===== src/rtl/brownout_pkg.sv =====
// ---------------------------------------------------------------------------
// brownout_pkg
// Shared types and constants for the brownout detector sequencing controller.
//   bo_state_t        : controller FSM state encoding
//   TRIP_W            : width of the vtrip / otrip threshold codes
//   SETTLE_CYCLES_DEF : default number of osc_ck cycles the analog path needs
//                       to settle after enable or a threshold change
// ---------------------------------------------------------------------------
package brownout_pkg;

  localparam int TRIP_W            = 3;
  localparam int SETTLE_CYCLES_DEF = 64;

  typedef enum logic [2:0] {
    ST_OFF     = 3'd0,
    ST_STARTUP = 3'd1,
    ST_ARMED   = 3'd2,
    ST_TRIPPED = 3'd3,
    ST_RETUNE  = 3'd4
  } bo_state_t;

endpackage : brownout_pkg


===== src/rtl/brownout_sync2.sv =====
// ---------------------------------------------------------------------------
// brownout_sync2
// Generic two-flop synchronizer for a single asynchronous level.
//   clk   in  : destination clock
//   rst_n in  : asynchronous active-low reset (both flops clear to 0)
//   d     in  : asynchronous input level
//   q     out : synchronized level, two clk edges of latency
// ---------------------------------------------------------------------------
module brownout_sync2 (
  input  logic clk,
  input  logic rst_n,
  input  logic d,
  output logic q
);

  logic meta_q;
  logic sync_q;

  // Two-stage capture of the asynchronous input to resolve metastability.
  always_ff @(posedge clk or negedge rst_n) begin
    if (!rst_n) begin
      meta_q <= 1'b0;
      sync_q <= 1'b0;
    end else begin
      meta_q <= d;
      sync_q <= meta_q;
    end
  end

  assign q = sync_q;

endmodule : brownout_sync2


===== src/rtl/brownout_ctrl.sv =====
// ---------------------------------------------------------------------------
// brownout_ctrl
// Power-up sequencing, safe threshold retuning and event reporting for the
// brownout detector digital core. Runs on the detector's osc_ck.
//   osc_ck         in  : block clock (detector RC oscillator)
//   rsb            in  : asynchronous active-low reset
//   cfg_ena        in  : software enable of monitoring
//   cfg_vtrip      in  : requested vtrip code
//   cfg_otrip      in  : requested otrip code
//   cfg_fast       in  : request shortened one-shot (test mode)
//   evt_clr        in  : pulse, clears the event counter
//   irq_ack        in  : pulse, acknowledges the interrupt
//   bo_pgood       in  : detector power-good (asynchronous)
//   bo_ena         out : detector enable
//   bo_vtrip       out : applied vtrip code
//   bo_otrip       out : applied otrip code
//   bo_force_short out : detector force_short_oneshot
//   armed          out : monitoring active and events unmasked
//   irq            out : level interrupt, brownout event pending
//   evt_cnt        out : saturating brownout event count
// All outputs come straight from flops.
// ---------------------------------------------------------------------------
module brownout_ctrl
  import brownout_pkg::*;
#(
  parameter int SETTLE_CYCLES = SETTLE_CYCLES_DEF,
  parameter int EVT_W         = 8
) (
  input  logic              osc_ck,
  input  logic              rsb,
  input  logic              cfg_ena,
  input  logic [TRIP_W-1:0] cfg_vtrip,
  input  logic [TRIP_W-1:0] cfg_otrip,
  input  logic              cfg_fast,
  input  logic              evt_clr,
  input  logic              irq_ack,
  input  logic              bo_pgood,
  output logic              bo_ena,
  output logic [TRIP_W-1:0] bo_vtrip,
  output logic [TRIP_W-1:0] bo_otrip,
  output logic              bo_force_short,
  output logic              armed,
  output logic              irq,
  output logic [EVT_W-1:0]  evt_cnt
);

  localparam int CNT_W = $clog2(SETTLE_CYCLES);
  localparam logic [CNT_W-1:0] CNT_RELOAD = CNT_W'(SETTLE_CYCLES - 1);
  localparam logic [CNT_W-1:0] CNT_ONE    = CNT_W'(1);
  localparam logic [CNT_W-1:0] CNT_ZERO   = CNT_W'(0);
  localparam logic [EVT_W-1:0] EVT_ONE    = EVT_W'(1);
  localparam logic [EVT_W-1:0] EVT_ZERO   = EVT_W'(0);
  localparam logic [EVT_W-1:0] EVT_MAX    = {EVT_W{1'b1}};

  bo_state_t         state_q, state_d;
  logic [CNT_W-1:0]  cnt_q, cnt_d;
  logic              bo_ena_q, bo_ena_d;
  logic [TRIP_W-1:0] vtrip_q, vtrip_d;
  logic [TRIP_W-1:0] otrip_q, otrip_d;
  logic              force_short_q, force_short_d;
  logic              armed_q, armed_d;
  logic              irq_q, irq_d;
  logic [EVT_W-1:0]  evt_q, evt_d;

  logic pg_s;
  logic settle_done_s;
  logic thr_mismatch_s;
  logic event_s;
  logic retune_s;
  logic start_s;

  brownout_sync2 u_pg_sync (
    .clk   (osc_ck),
    .rst_n (rsb),
    .d     (bo_pgood),
    .q     (pg_s)
  );

  // Settle window is over only once the counter has drained and power is good;
  // otherwise the FSM parks with the counter at zero.
  assign settle_done_s  = (cnt_q == CNT_ZERO) && pg_s;
  assign thr_mismatch_s = (cfg_vtrip != vtrip_q) || (cfg_otrip != otrip_q);

  // State register.
  always_ff @(posedge osc_ck or negedge rsb) begin
    if (!rsb) begin
      state_q <= ST_OFF;
    end else begin
      state_q <= state_d;
    end
  end

  // Next-state logic; disable overrides every other transition.
  always_comb begin
    state_d = state_q;
    if (!cfg_ena) begin
      state_d = ST_OFF;
    end else begin
      case (state_q)
        ST_OFF: begin
          state_d = ST_STARTUP;
        end
        ST_STARTUP, ST_RETUNE: begin
          if (settle_done_s) begin
            state_d = ST_ARMED;
          end else begin
            state_d = state_q;
          end
        end
        ST_ARMED: begin
          // Brownout wins over a pending retune request.
          if (!pg_s) begin
            state_d = ST_TRIPPED;
          end else if (thr_mismatch_s) begin
            state_d = ST_RETUNE;
          end else begin
            state_d = ST_ARMED;
          end
        end
        ST_TRIPPED: begin
          if (pg_s) begin
            state_d = ST_ARMED;
          end else begin
            state_d = ST_TRIPPED;
          end
        end
        default: begin
          state_d = ST_OFF;
        end
      endcase
    end
  end

  // Transition qualifiers derived from the current and next state.
  assign event_s  = (state_q == ST_ARMED)  && (state_d == ST_TRIPPED);
  assign retune_s = (state_q == ST_ARMED)  && (state_d == ST_RETUNE);
  assign start_s  = (state_q == ST_OFF)    && (state_d == ST_STARTUP);

  // Output and datapath next values, all captured into flops below.
  always_comb begin
    bo_ena_d      = (state_d != ST_OFF);
    armed_d       = (state_d == ST_ARMED);
    force_short_d = cfg_fast;

    // Settle counter: reload on entry to a settle window, drain inside it.
    if (start_s || retune_s) begin
      cnt_d = CNT_RELOAD;
    end else if (((state_q == ST_STARTUP) || (state_q == ST_RETUNE)) &&
                 (cnt_q != CNT_ZERO)) begin
      cnt_d = cnt_q - CNT_ONE;
    end else begin
      cnt_d = cnt_q;
    end

    // Thresholds follow cfg while off, and are otherwise only replaced on a
    // retune so the comparators never see a change outside a masked window.
    if ((state_q == ST_OFF) || retune_s) begin
      vtrip_d = cfg_vtrip;
      otrip_d = cfg_otrip;
    end else begin
      vtrip_d = vtrip_q;
      otrip_d = otrip_q;
    end

    // New event takes precedence over acknowledge.
    if (event_s) begin
      irq_d = 1'b1;
    end else if (irq_ack) begin
      irq_d = 1'b0;
    end else begin
      irq_d = irq_q;
    end

    // Clear coincident with an event leaves that one event counted.
    if (evt_clr) begin
      if (event_s) begin
        evt_d = EVT_ONE;
      end else begin
        evt_d = EVT_ZERO;
      end
    end else if (event_s && (evt_q != EVT_MAX)) begin
      evt_d = evt_q + EVT_ONE;
    end else begin
      evt_d = evt_q;
    end
  end

  // Output and datapath registers.
  always_ff @(posedge osc_ck or negedge rsb) begin
    if (!rsb) begin
      cnt_q         <= CNT_ZERO;
      bo_ena_q      <= 1'b0;
      vtrip_q       <= {TRIP_W{1'b0}};
      otrip_q       <= {TRIP_W{1'b0}};
      force_short_q <= 1'b0;
      armed_q       <= 1'b0;
      irq_q         <= 1'b0;
      evt_q         <= EVT_ZERO;
    end else begin
      cnt_q         <= cnt_d;
      bo_ena_q      <= bo_ena_d;
      vtrip_q       <= vtrip_d;
      otrip_q       <= otrip_d;
      force_short_q <= force_short_d;
      armed_q       <= armed_d;
      irq_q         <= irq_d;
      evt_q         <= evt_d;
    end
  end

  assign bo_ena         = bo_ena_q;
  assign bo_vtrip       = vtrip_q;
  assign bo_otrip       = otrip_q;
  assign bo_force_short = force_short_q;
  assign armed          = armed_q;
  assign irq            = irq_q;
  assign evt_cnt        = evt_q;

endmodule : brownout_ctrl


===== config.mk =====
export PLATFORM = sky130hd
export DESIGN_NAME = brownout_ctrl
export DESIGN_NICKNAME = d
export VERILOG_FILES = /design/src/rtl/brownout_pkg.sv /design/src/rtl/brownout_sync2.sv /design/src/rtl/brownout_ctrl.sv
export SDC_FILE = /design/constraint.sdc
export NUM_CORES = 1
export LEC_CHECK = 0
export CAP_MARGIN = 20
export CORE_UTILIZATION = 54
export DETAILED_ROUTE_END_ITERATION = 8
export PLACE_DENSITY = 0.91
export SYNTH_ARGS = -nofsm -noshare
export SYNTH_HDL_FRONTEND = slang
export SYNTH_SLANG_ARGS = --single-unit

===== constraint.sdc =====
create_clock -name osc_ck -period 3.7 [get_ports osc_ck]
set_input_delay 0.555 -clock osc_ck [delete_from_list [all_inputs] [get_ports osc_ck]]
set_output_delay 0.555 -clock osc_ck [all_outputs]
set_load 0.005 [all_outputs]

# Word level (Yosys, flattened, before mapping)
# Index checks and enable logic that the tools add are counted.
[totals] regBits=29 latch_bits=0 ramBits=0 rom_bits=0 inputBits=13 out_inout_bits=18 elab_cells=55 memories=0
[op_classes] add_sub_neg=2 n_mul=0 n_div=0 n_lt_le_gt_ge=0 n_eq_ne=11 shifts=0 mux=13 bitwise=0 reduce_logical=18
[ops] op="8-bit 2-to-1 mux" count=2
[ops] op="3-bit by 2-bit == test with 1-bit output (second input constant)" count=4
[ops] op="3-bit 2-to-1 mux" count=4
[ops] op="6-bit 2-to-1 mux" count=2
[ops] op="3-bit one-hot mux with 4 select lines" count=1
[ops] op="8-bit by 1-bit adder with 8-bit output (second input constant)" count=1
[ops] op="8-bit inequality test (second input constant)" count=1
[ops] op="3-bit by 1-bit == test with 1-bit output (second input constant)" count=2
[ops] op="3-bit == test (second input constant)" count=2
[ops] op="1-bit logical AND" count=6
[ops] op="6-bit logical NOT" count=1
[ops] op="3-bit inequality test" count=2
[ops] op="2-bit nonzero test" count=3
[ops] op="6-bit nonzero test" count=1
[ops] op="6-bit by 1-bit subtractor with 6-bit output (second input constant)" count=1
[ops] op="1-bit logical OR" count=4
[ops] op="1-bit 2-to-1 mux" count=4
[ops] op="3-bit logical NOT" count=1
[ops] op="3-bit nonzero test" count=1
[ops] op="2-bit OR reduction" count=1

# Logic depth before layout (Yosys ltp)
# Gate-level depths: netlist (run 1).
[depth] depth_word=11 depth_mapped=7 ltp_nobuf=7

# Modules after synthesis
# A second synthesis (run 1) with hierarchy kept.
[unflattened] cells_unflattened=134 area_unflattened_um2=1482.7
[by_module_without_submodules] module="brownout_ctrl" n_inst=1 cells_per_inst=132 area_each_um2=1432.6 seq_area_each_um2=675.6
[by_module_without_submodules] module="brownout_sync2" n_inst=1 cells_per_inst=2 area_each_um2=50.0 seq_area_each_um2=50.0

# Worst setup path after synthesis (run 1)
# Ideal clock, no wire load.
[synth_path] path_kind="input to register" startpoint="input cfg_otrip[0]" endpoint="register otrip_q[0] (netlist: bo_otrip[0])" arrival_time_ns=1.710 required_ns=3.575 path_slack_ns=1.865 stages=5 n_path_buf=0 cell_sequence="xor2_1 -> nor4_2 -> nand3_2 -> a31o_4 -> mux2_4"
[synth_between] elab_chain_cells=9
[synth_rtl] element="from (decl)" line_no="brownout_ctrl.sv:33" text="input logic [TRIP_W-1:0] cfg_otrip,"
[synth_rtl] element="3-bit inequality test" line_no="brownout_ctrl.sv:82" text="assign thr_mismatch_s = (cfg_vtrip != vtrip_q) || (cfg_otrip != otrip_q);"
[synth_rtl] element="1-bit logical OR" line_no="brownout_ctrl.sv:82"
[synth_rtl] element="3-bit 2-to-1 mux" line_no="brownout_ctrl.sv:114" text="end else if (thr_mismatch_s) begin"
[synth_rtl] element="3-bit 2-to-1 mux" line_no="brownout_ctrl.sv:112" text="if (!pg_s) begin"
[synth_rtl] element="3-bit one-hot mux with 4 select lines" line_no="brownout_ctrl.sv:99" text="case (state_q)"
[synth_rtl] element="3-bit 2-to-1 mux" line_no="brownout_ctrl.sv:96" text="if (!cfg_ena) begin"
[synth_rtl] element="3-bit == test" line_no="brownout_ctrl.sv:136" text="assign retune_s = (state_q == ST_ARMED) && (state_d == ST_RETUNE);"
[synth_rtl] element="1-bit logical AND" line_no="brownout_ctrl.sv:136"
[synth_rtl] element="1-bit logical OR" line_no="brownout_ctrl.sv:157" text="if ((state_q == ST_OFF) || retune_s) begin"
[synth_rtl] element="to (signal assigned)" line_no="brownout_ctrl.sv:194" text="otrip_q <= {TRIP_W{1'b0}};"
[synth_rtl] element="to (signal assigned)" line_no="brownout_ctrl.sv:203" text="otrip_q <= otrip_d;"
[synth_rtl] element="to (decl)" line_no="brownout_ctrl.sv:59" text="logic [TRIP_W-1:0] otrip_q, otrip_d;"
# Parallel ways exist; a longest one is shown, timed or not.
# A chain may end at the register's enable or synchronous reset.

# Worst setup path after layout (run 1)
# Same ends and word-level chain as after synthesis.

==> impl_metrics.csv, run 1 <==
group,metric,value,unit
outcome,outcome,"finished, final reports clean",
route,vias,1127,
cells_and_area,nets,188,
route,postRouteAntennaNets,0,
yosys,syn-cell-area,1510,sq um
yosys,ys.flop_type,"dfrtp_1",
floorplanning,io-pin-count,31,
cts,path_clk_slew,0.09,ns
yosys,seq_area_frac_synth,48.2,%
floorplanning,dieHeight,54.8,microns
cells_and_area,stdcell_count,203,
placed_design,place_hpwl,2160,microns
yosys,yosysWarnings,0,
route,drc,0,
power,ir_worst_vdd,323,uV
sta,fmax,493,MHz
power,power_leakage,0.773,nW
job,drv_cap,0,
grt,grt_pass1_wl,4790,microns
cells_and_area,n_antenna_cell,0,
route,dr.pass1.iters,4,
route,dr.first_iter.drc_count,16,
cts,clk_root_buffer_cell,"clkbuf_4",
floorplanning,start_util,59.1,%
cells_and_area,area_growth,24.9,%
yosys,synth_seq_cells,29,
placed_design,place.gp.congestion,0.813,
route,wl_per_cell,14.6,microns
sta,fin_skew,0.00606,ns
yosys,synth_enable_flop_cells,0,
placed_design,placed_cells,195,
cts,numCtsBuffers,5,
placed_design,numPortBuffers,30,
sta,report.final.slew_viol_count,0,
yosys,synth_top_area_share,48.2,%
sta,tns,0,ns
sta,setup_viol,0,
yosys,syn_nets,154,
grt,grt_max_degree,30,
grt,antenna_found_initial,0,
floorplanning,die_x,54.8,microns
grt,overflow,0,
hold_path,min_path_type,"flop to flop",
sta,min_period,2.03,ns
cts,cts_buffer_depth,2,
yosys,syn_inst,138,
worst_setup_path,endpoint_kind,"flop",
cts,cts_resized,0,
cts,cts_hold_buf,0,
yosys,yosysUniqueCellTypes,39,
worst_setup_path,cp_max_fo,6,
worst_setup_path,worstSetupPathType,"input port to flop",
cells_and_area,drive_gt1_share,13.9,%
yosys,synth.most_common_cell,"dfrtp_1",
route,drt-vias-per-instance,5.55,
yosys,async_flop_share,100,%
cts,postCtsSetupBuffers,0,
cts,clock_latency,0.33,ns
yosys,postSynthAreaPerCell,10.9,sq um
floorplanning,dieArea,3000,sq um
yosys,synth_common_cells,"dfrtp_1, nand2_1, nor2_1",
power,powerDensity,363,nW/um^2
cts,cts_tree,"built",
sta,worst_slack,1.67,ns
worst_setup_path,worstPathRequired,3.92,ns
grt,grtUsageTotal,23.4,%
worst_setup_path,worst_setup_path_start_kind,"input port",
yosys,synth_area_leaders,"dfrtp_1, mux2_4, xnor2_1",
floorplanning,rows,18,
sta,tightestPinTransition,0.578,ns
sta,post-route-period-util,54.8,%
floorplanning,core-area,2540,sq um
worst_setup_path,cp_data_arrival_time,2.25,ns
yosys,yosys.area.top_type,"dfrtp_1",
cts,cts_sinks,29,
sta,hold_viol_final,0,
grt,first_global_vias,1130,
route,wl,2950,microns
sta,rsz0062_at_grt,"no",
placed_design,dpl_worst_slack,1.31,ns
cts,htreeDepth,2,
sta,slew_headroom,61.4,%
-- state kept, by name (all words and copies together) (netlist names) --
signal / cells
bo_ena: 1
evt_cnt: 8
u_pg_sync.q: 1
armed: 1
bo_otrip: 3
bo_vtrip: 3
state_q: 3
bo_force_short: 1
cnt_q: 6
irq: 1
u_pg_sync.meta_q: 1
-- stage by stage --
step	hold slack [ns]	util, %	total power, W	instance area, sq um
finish	0.364	73.9	0.000683	1880
CTS	0.370	73.9	0.000689	1880
global placement	0.335	71.1	0.000462	1810
floorplan	0.259	-	0.000417	1510
global route	0.384	73.9	0.000716	1880
detailed placement	0.348	71.1	0.000469	1810
-- cells by family (layout without fill, tap and decap cells) --
kind of cell | Yosys count | count (layout) | share of synthesized area [%]
AO/OA/AOI/OAI | 19 | 19 | 9.48
XOR/XNOR | 15 | 15 | 8.73
buffers and inverters | 10 | 45 | 4.16
flip-flops | 29 | 29 | 48.2
AND/OR/NAND/NOR | 55 | 55 | 20.3
multiplexers | 7 | 7 | 6.65
adder cells (fa/ha/maj) | 3 | 3 | 2.49
-- layout by cell type (no fill, tap or decap), types with 2 or more instances in the layout --
| cell | n |
|---|---|
| a21oi_1 | 4 |
| and3_1 | 3 |
| clkbuf_4 | 5 |
| clkbuf_8 | 2 |
| clkdlybuf4s50_1 | 30 |
| dfrtp_1 | 29 |
| ha_1 | 3 |
| inv_1 | 6 |
| mux2_4 | 6 |
| nand2_1 | 14 |
| nand3_1 | 6 |
| nand4_1 | 2 |
| nor2_1 | 14 |
| nor3_1 | 3 |
| o21ai_0 | 5 |
| or2_1 | 2 |
| or4_1 | 2 |
| xnor2_1 | 8 |
| xor2_1 | 7 |
-- power by group --
| part | switching, W | leakage [nW] | internal, W | total [W] |
|---|---|---|---|---|
| Combinational | 0.0000455 | 0.379 | 0.0000585 | 0.000104 |
| Clock | 0.000111 | 0.0413 | 0.000110 | 0.000221 |
| Sequential | 0.0000217 | 0.353 | 0.000336 | 0.000358 |
| Total | 0.000178 | 0.773 | 0.000505 | 0.000683 |
-- final cells by class --
type	count	area (sq um)
clock buffers	7	65.1
fillers	181	664
well taps	30	37.5
inverters	6	22.5
multi-input cells	99	717
flip-flops and latches	29	726
repair buffers	31	308
clock inverters	1	5.00
-- metal layers --
layer | GRT usage, % | wire, microns | vias up
met5 | 0 | 0 | -
met2 | 38.8 | 1520 | 23
met3 | 6.67 | 111 | 5
met1 | 28.5 | 1290 | 550
li1 | - | - | 549
met4 | 8.97 | 34 | 0
-- path summary, 6_finish.rpt --
path                                                 start  cells after the start  slack (ns)                 endpoint
worst min register to register  u_pg_sync.meta_q$_DFF_PN0_                      0        0.36    u_pg_sync.q$_DFF_PN0_
min in group asynchronous                              rsb                      2        0.60     cnt_q[2]$_DFFE_PN0P_
worst min-delay path            u_pg_sync.meta_q$_DFF_PN0_                      0        0.36    u_pg_sync.q$_DFF_PN0_
worst max-delay path                          cfg_otrip[0]                      6        1.67  bo_otrip[0]$_DFFE_PN0P_
worst max register to register        cnt_q[0]$_DFFE_PN0P_                      7        1.80          armed$_DFF_PN0_
max in group asynchronous                              rsb                      2        2.83  bo_otrip[2]$_DFFE_PN0P_
-- critical path, cell delays in order --
cell and delay, ns:
clkdlybuf4s50_1 0.44, xor2_1 0.16, nor4_2 0.30, nand3_2 0.16
a31o_4 0.32, mux2_4 0.31
Note: power is estimated with default switching activity, not from simulation.
==> run 2, diff against run 1 <==
--- a/config.mk
+++ b/config.mk
@@ -6,9 +6,9 @@
 export NUM_CORES = 1
 export LEC_CHECK = 0
 export CAP_MARGIN = 20
-export CORE_UTILIZATION = 54
+export CORE_UTILIZATION = 45
 export DETAILED_ROUTE_END_ITERATION = 8
-export PLACE_DENSITY = 0.91
+export PLACE_DENSITY = 0.81
 export SYNTH_ARGS = -nofsm -noshare
 export SYNTH_HDL_FRONTEND = slang
 export SYNTH_SLANG_ARGS = --single-unit
==> constraint.sdc (replaced) <==
create_clock -name osc_ck -period 1.77 [get_ports osc_ck]
set_input_delay 0.2655 -clock osc_ck [delete_from_list [all_inputs] [get_ports osc_ck]]
set_output_delay 0.2655 -clock osc_ck [all_outputs]
set_load 0.005 [all_outputs]
==> run 2 against run 1 <==
The run now ends with negative setup slack left. Global-route usage down 2.3 points. Worst hold slack worse by 0.052 ns. Final area up 10%. Core utilization down 7.2 points. Sequential cell count unchanged. Combinational power rose to 3.0 times the previous value. Clock skew up 0.0052 ns. Via count up 11%. Clock power up 73%. Sequential share of layout area down 3.4 points. Cell count up 17%. Register-to-register slack worse by 1.8 ns. Critical path type is now flop to flop.
==> impl_metrics.csv, run 2 (same netlist as run 1, synthesis figures left out) <==
group,metric,value,unit
cts,htreeDepth,2,
sta,post-route-period-util,100,%
cts,clk_root_buffer_cell,"clkbuf_4",
cells_and_area,final_util,66.7,%
cells_and_area,stdcell_count,237,
grt,grtUsageTotal,21.1,%
power,ir_worst_vdd,568,uV
floorplanning,start_util,48.5,%
route,drt-vias-per-instance,5.26,
sta,fin_skew,0.0113,ns
placed_design,place.gp.congestion,0.837,
job,drv_cap,0,
sta,worst_slack,-0.000599,ns
power,power_leakage,0.868,nW
route,drc,0,
grt,antenna_found_initial,0,
hold_path,min_path_type,"input port to asynchronous set/reset pin",
outcome,violations,"negative setup slack",
cts,path_clk_slew,0.09,ns
sta,hold_ws,0.312,ns
worst_setup_path,cp_max_fo,3,
cells_and_area,n_antenna_cell,0,
floorplanning,core-area,3100,sq um
grt,grt_max_degree,30,
cts,cts_hold_buf,0,
cells_and_area,multi_input_area,757,sq um
power,powerDensity,696,nW/um^2
worst_setup_path,crit_chain,"inv_2 -> ha_4 -> nor3b_4 -> a41oi_1 -> or2_1 -> a221oi_2 -> and3b_1",
grt,grt_pass1_wl,5490,microns
sta,min_period,1.77,ns
floorplanning,io-pin-count,31,
sta,fmax,565,MHz
grt,overflow,0,
worst_setup_path,worstSetupPathType,"flop to flop",
route,wl_per_cell,14.4,microns
worst_setup_path,crit_slowest_cell,"dfrtp_1",
cells_and_area,seq_area,727,sq um
sta,report.final.slew_viol_count,0,
sta,hold_viol_final,0,
grt,first_global_vias,1204,
cells_and_area,drive_gt1_share,25.9,%
cts,numCtsBuffers,5,
sta,slew_headroom,74.9,%
route,wl,3420,microns
floorplanning,rows,20,
floorplanning,dieHeight,59.8,microns
worst_setup_path,endpoint_kind,"flop",
worst_setup_path,path_delay_family,"simple AND/OR/NAND/NOR gates",
floorplanning,dieArea,3580,sq um
worst_setup_path,cp_data_arrival_time,2.04,ns
worst_setup_path,worst_setup_path_start_kind,"flop",
route,dr.first_iter.drc_count,38,
cts,cts_buffer_depth,2,
route,postRouteAntennaNets,0,
route,dr.pass1.iters,4,
sta,tightestPinTransition,0.376,ns
floorplanning,die_x,59.8,microns
cts,cts_tree,"built",
worst_setup_path,cpPeakStageDelay,0.40,ns
cells_and_area,layout_commonest_cell,"clkdlybuf4s50_1",
cells_and_area,area_growth,37.4,%
placed_design,numPortBuffers,30,
placed_design,placed_cells,222,
placed_design,place_hpwl,2350,microns
cells_and_area,largest_register_ff_count,8,
cells_and_area,nets,208,
outcome,outcome,"finished with violations",
cells_and_area,mostFrequentLayoutCells,"clkdlybuf4s50_1, dfrtp_1, buf_4",
sta,setup_viol,1,
cts,cts_sinks,29,
sta,rsz0062_at_grt,"yes",
worst_setup_path,worstPathRequired,2.04,ns
route,vias,1247,
cts,clock_latency,0.33,ns
cells_and_area,n_fill_cell,251,
worst_setup_path,path_buf_inv,1,
==> run 2: cell types whose count changed in the layout (fill, tap and decap cells not counted), sizes merged <==
cell / before / now
buf: 1 / 21
clkbuf: 7 / 8
clkinv: 1 / 0
==> run 2: worst paths after layout <==
path,slack [ns],cells past startpoint,end,start
max in group asynchronous,1.16,2,evt_cnt[3]$_DFFE_PN0P_,rsb
hold / removal,0.31,2,bo_vtrip[1]$_DFFE_PN0P_,rsb
hold reg to reg,0.38,0,u_pg_sync.q$_DFF_PN0_,u_pg_sync.meta_q$_DFF_PN0_
setup / recovery,-0.0006,7,armed$_DFF_PN0_,cnt_q[0]$_DFFE_PN0P_
setup reg to reg,-0.0006,7,armed$_DFF_PN0_,cnt_q[0]$_DFFE_PN0P_
min in group osc_ck,0.37,1,bo_force_short$_DFF_PN0_,cfg_fast
==> run 2: metal layers <==
layer | global-route usage, % | vias to the layer above | wire length (microns)
met5 | 0 | - | 0
met4 | 6.31 | 0 | 67
met3 | 6.71 | 8 | 173
met2 | 35.4 | 41 | 1750
met1 | 26.0 | 610 | 1420
li1 | - | 588 | -
==> run 2: metrics by stage <==
stage	cell area [sq um]	power, W	TNS, ns	setup WS [ns]
after floorplan	1510	0.000871	0	0.0662
after global placement	1930	0.000991	-2.34	-0.229
after detailed placement	1930	0.00100	-2.81	-0.266
after CTS	2010	0.00141	0	0.00542
after global routing	2070	0.00151	-0.569	-0.0700
final	2070	0.00144	-0.000599	-0.000599
==> run 2: report_power, final <==
| group | switching, W | total, W | internal [W] |
|---|---|---|---|
| combinational | 0.000128 | 0.000314 | 0.000187 |
| clock | 0.000225 | 0.000383 | 0.000158 |
| sequential | 0.0000378 | 0.000741 | 0.000703 |
| total | 0.000391 | 0.00144 | 0.00105 |
==> run 2: area by class of cell <==
class                   count  share of cell area, %
inverters                   6                   1.09
clock buffers               8                   2.36
well taps                  44                   2.66
flip-flops and latches     29                   35.1
repair buffers             51                   22.1
multi-input cells          99                   36.6
==> run 2: repair_timing <==
item | CTS | global route
setup endpoints to repair | 2 | 14
pin swaps | 3 | 6
setup buffers | 3 | 4
resized for setup | 5 | 7
==> run 2: worst register-to-register path, delay by kind of cell, from the launching register on <==
kind	cells	cell delay, ns
AO/OA/AOI/OAI	2	0.42
adder cells (fa/ha/maj)	1	0.13
buffers and inverters	1	0.09
flip-flops	1	0.40
AND/OR/NAND/NOR	3	0.68
==> variant 1: new RTL, flow settings as in run 2 <==
Put one more register stage on the output `irq`, cleared by the reset. The value now appears one clock later. The other outputs are not delayed to match.
--- a/src/rtl/brownout_ctrl.sv
+++ b/src/rtl/brownout_ctrl.sv
@@ -215,3 +215,9 @@
   assign armed          = armed_q;
-  assign irq            = irq_q;
+  always_ff @(posedge osc_ck or negedge rsb) begin
+    if (!rsb) begin
+      irq <= '0;
+    end else begin
+      irq <= irq_q;
+    end
+  end
   assign evt_cnt        = evt_q;
Check against the original RTL: same outputs for any inputs over 10 cycles, from zero or initial values; that may be too few to reach the edited logic, so the function may still have changed.
==> variant 1 against run 2 <==
The flow still finishes with violations (setup timing); critical path depth is the same; total power up 6.6%; cell area increased by 3.4%; count of clock-buffer cells in the layout is 1 lower; clock skew is 0.0053 ns higher; via count about the same; clock power is 13% higher; synthesized cell count grew 0.72%; sequential cell count rose by 1; area after synthesis is 1.7% higher; setup slack got worse by 0.026 ns; wire length down 4.8%; largest cell class unchanged.
==> variant 1: results <==
cells_and_area:
  buffer_area_share_pct: 22.3
  clock_buffers: 7
  buffers: 53
  multi_input_area_um2: 771
  seq_cells: 30
  drive_above_1_share_pct: 28.6
  multi_input_area_share_pct: 36.0
  sh_seq_area_pct: 35.2
  layout.cells.non_filler: 240
  postLayoutCoreUtil_pct: 68.4
  fin_nets: 211
timing:
  setup_viol: 1
  worst_slack_ns: -0.0271
  holdWs_ns: 0.295
  fin_tns_setup_ns: -0.0271
  tightest_slew_ns: 0.371
detailed_routing:
  viasPerCell: 5.19
global_routing:
  grt_max_degree: 31
  use_met3_pct: 5.63
  grt_use_met1_pct: 23.9
  grt_pass1_vias: 1237
place:
  pre_cts_slack_ns: -0.277
  hpwl_um: 2230
  place_area_um2: 1950
  dp.cells: 223
synthesis:
  syn-num-nets: 155
  synth_area_leaders: "dfrtp_1 (49%), mux2_4 (5.9%), xnor2_1 (4.6%), xor2_1 (4.0%), nand2_1 (3.4%)"
  synthesis.instances: 139
status:
  status: "finished, violations left"
  violations: "setup timing"
pwr:
  ir_drop_mv: 0.491
  swShare_pct: 26.8
  p_leak_nw: 0.906
variant 1: worst max-delay path, delay by kind of cell (launching register included):
kind                       cells  cell delay [ns]
AOI/OAI and AO/OA              2             0.43
adders and majority gates      1             0.12
buffers and inverters          1             0.08
DFF                            1             0.40
and+or+nand+nor                3             0.70
variant 1: how the worst max path moves through the flow:
stage          cells after the start  slack (ns)                      end
2_1_floorplan                      5        0.07  bo_otrip[0]$_DFFE_PN0P_
3_3_place_gp                       6       -0.25  bo_vtrip[0]$_DFFE_PN0P_
3_5_place_dp                       6       -0.28  bo_otrip[1]$_DFFE_PN0P_
4_1_cts                            7       -0.02          armed$_DFF_PN0_
5_1_grt                            7       -0.12          armed$_DFF_PN0_
6_report                           7       -0.03          armed$_DFF_PN0_
variant 1: power groups by stage:
stage	sequential, mW	clock (mW)	combinational [mW]
2_1_floorplan	0.772	0	0.122
3_3_place_gp	0.774	0	0.238
3_5_place_dp	0.776	0	0.250
4_1_cts	0.764	0.437	0.295
5_1_grt	0.771	0.484	0.366
6_report	0.766	0.431	0.337
variant 1: kinds of logic (layout without fill, tap and decap cells):
logic type                 count (synthesis)  in the layout  share of synthesized area (%)
and+or+nand+nor                           55             55                           20.0
DFF                                       30             30                           49.1
AOI/OAI and AO/OA                         19             19                           9.32
xor gates and xnor gates                  15             15                           8.59
buffers and inverters                     10             67                           4.09
muxes                                      7              7                           6.54
adders and majority gates                  3              3                           2.45
variant 1: routing by layer:
metal / up-vias / share of wire [%]
met5: - / 0
met4: 0 / 1.2
met3: 5 / 4.7
met2: 30 / 50
met1: 614 / 44
li1: 597 / -
variant 1: timing repair:
item,4_1_cts,5_1_grt
cloned,0,0
setup buffers,3,6
pin swaps,5,9
endpoints found under the setup margin,2,11
gates resized for setup,6,9
==> variant 2: new RTL, settings of run 2 <==
Made on the original files. Set the package constant `TRIP_W` to 5 (it was 3).
--- a/src/rtl/brownout_pkg.sv
+++ b/src/rtl/brownout_pkg.sv
@@ -10,3 +10,3 @@
 
-  localparam int TRIP_W            = 3;
+  localparam int TRIP_W            = 5;
   localparam int SETTLE_CYCLES_DEF = 64;
Ports: changed (resized bo_otrip, bo_vtrip, cfg_otrip and cfg_vtrip); port bits go from 31 to 39. No check against the original RTL was run, so the function may have changed too.
==> variant 2 against run 2 <==
Synthesized cell count is 47% higher; maximum frequency increased by 3.8%; highest routed layer unchanged; setup slack improved by 0.065 ns; cell area up 27%; sequential share of layout area fell by 3.7 points; clock power grew 63%; sequential cell count is 4 higher; total power is 27% higher; area after synthesis rose by 27%; wire length up 35%; critical path depth fell by 3.
==> variant 2: results <==
status:
  status: "complete, no violations"
pwr:
  ir_drop_mv: 0.468
  p_leak_nw: 1.08
timing:
  holdWs_ns: 0.344
  layout_worst_path_cycle_share_pct: 96.3
  relSlewSlack_pct: 70.7
  skew_ns: 0.00821
cells_and_area:
  drive_above_1_share_pct: 17.3
  largest_reg_flops: 8
  fin_nets: 285
  fillers: 340
place:
  hpwl_um: 3360
  pre_cts_slack_ns: -0.157
  portBuffers: 38
  place_area_um2: 2500
  routabilityCongestion: 0.848
detailed_routing:
  wl_met2_um: 2240
  num_vias: 1762
  wl_met1_um: 2170
  drt_iter0_markers: 103
  routed_wl_um: 4610
  routed-wl-met3_um: 165
  post_drt_wl_per_cell_um: 14.6
critical_path:
  cp_max_fo: 4
  crit_family: "compound AO/OA/AOI/OAI gates"
  reg2reg_slack_ns: 0.06
  crit_arrival_ns: 1.89
global_routing:
  grt_max_degree: 34
  grt_pass1_wl_um: 7690
  grt_usage_pct: 23.1
  grt_pass1_vias: 1696
synthesis:
  syn-num-nets: 223
  synth.distinct_cells: 46
  yosys-top-cells-count: "dfrtp_1 (33), nand2_1 (26), nand4_1 (15), nor2b_1 (12), o211ai_1 (12)"
  synthesis.instances: 203
  synth_area_leaders: "dfrtp_1 (43%), nand2_1 (5.1%), nand4_1 (4.9%), o211ai_1 (4.7%), xor2_1 (4.6%)"
  yosysSeqAreaShare_pct: 43.2
hold_path:
  hold_path_class: "register to register"
clocking:
  path_clk_slew_ns: 0.07
  clk-insertion-delay-late_ns: 0.29
  cts-root-buf: "clkbuf_8"
[variant 2: cell families (layout without fill, tap and decap cells)]
group	count (synthesis)	count (layout)	synth area share [%]
buf+inv	15	78	3.14
fa+ha+maj	3	3	1.96
compound gates	47	47	17.9
mux	1	1	0.524
simple gates	91	91	27.3
xor+xnor	13	13	5.96
flops	33	33	43.2
[variant 2: final timing paths]
path                                                  from                      to  cells past startpoint
min in group asynchronous                              rsb  evt_cnt[4]$_DFFE_PN0P_                      2
max in group asynchronous                              rsb    cnt_q[3]$_DFFE_PN0P_                      2
worst min-delay path            u_pg_sync.meta_q$_DFF_PN0_   u_pg_sync.q$_DFF_PN0_                      0
worst min register to register  u_pg_sync.meta_q$_DFF_PN0_   u_pg_sync.q$_DFF_PN0_                      0
worst max register to register        cnt_q[4]$_DFFE_PN0P_         armed$_DFF_PN0_                      4
worst max-delay path                  cnt_q[4]$_DFFE_PN0P_         armed$_DFF_PN0_                      4
[variant 2: per-layer routing]
layer	global-route usage [%]	up-vias
met5	0	-
met4	8.78	0
met3	5.57	2
met2	36.0	41
met1	30.9	847
li1	-	872
[variant 2: timing repair]
action,CTS,global route
resized for setup,0,2
endpoints found under the setup margin,0,3
setup buffers,0,2
[variant 2: power by group]
| group | switching (mW) | leakage, nW | internal, mW |
|---|---|---|---|
| combinational | 0.166 | 0.625 | 0.183 |
| clock | 0.273 | 0.0542 | 0.351 |
| sequential | 0.0504 | 0.405 | 0.801 |
| total | 0.489 | 1.08 | 1.34 |
[variant 2: cell type report]
type                    count  area (µm²)  share of cell area, %
multi-input cells         155        1030                   39.2
flip-flops and latches     33         827                   31.5
repair buffers             66         591                   22.5
clock buffers               7        96.3                   3.67
well taps                  50        62.6                   2.38
inverters                   4        15.0                  0.571
clock inverters             1        5.00                  0.190
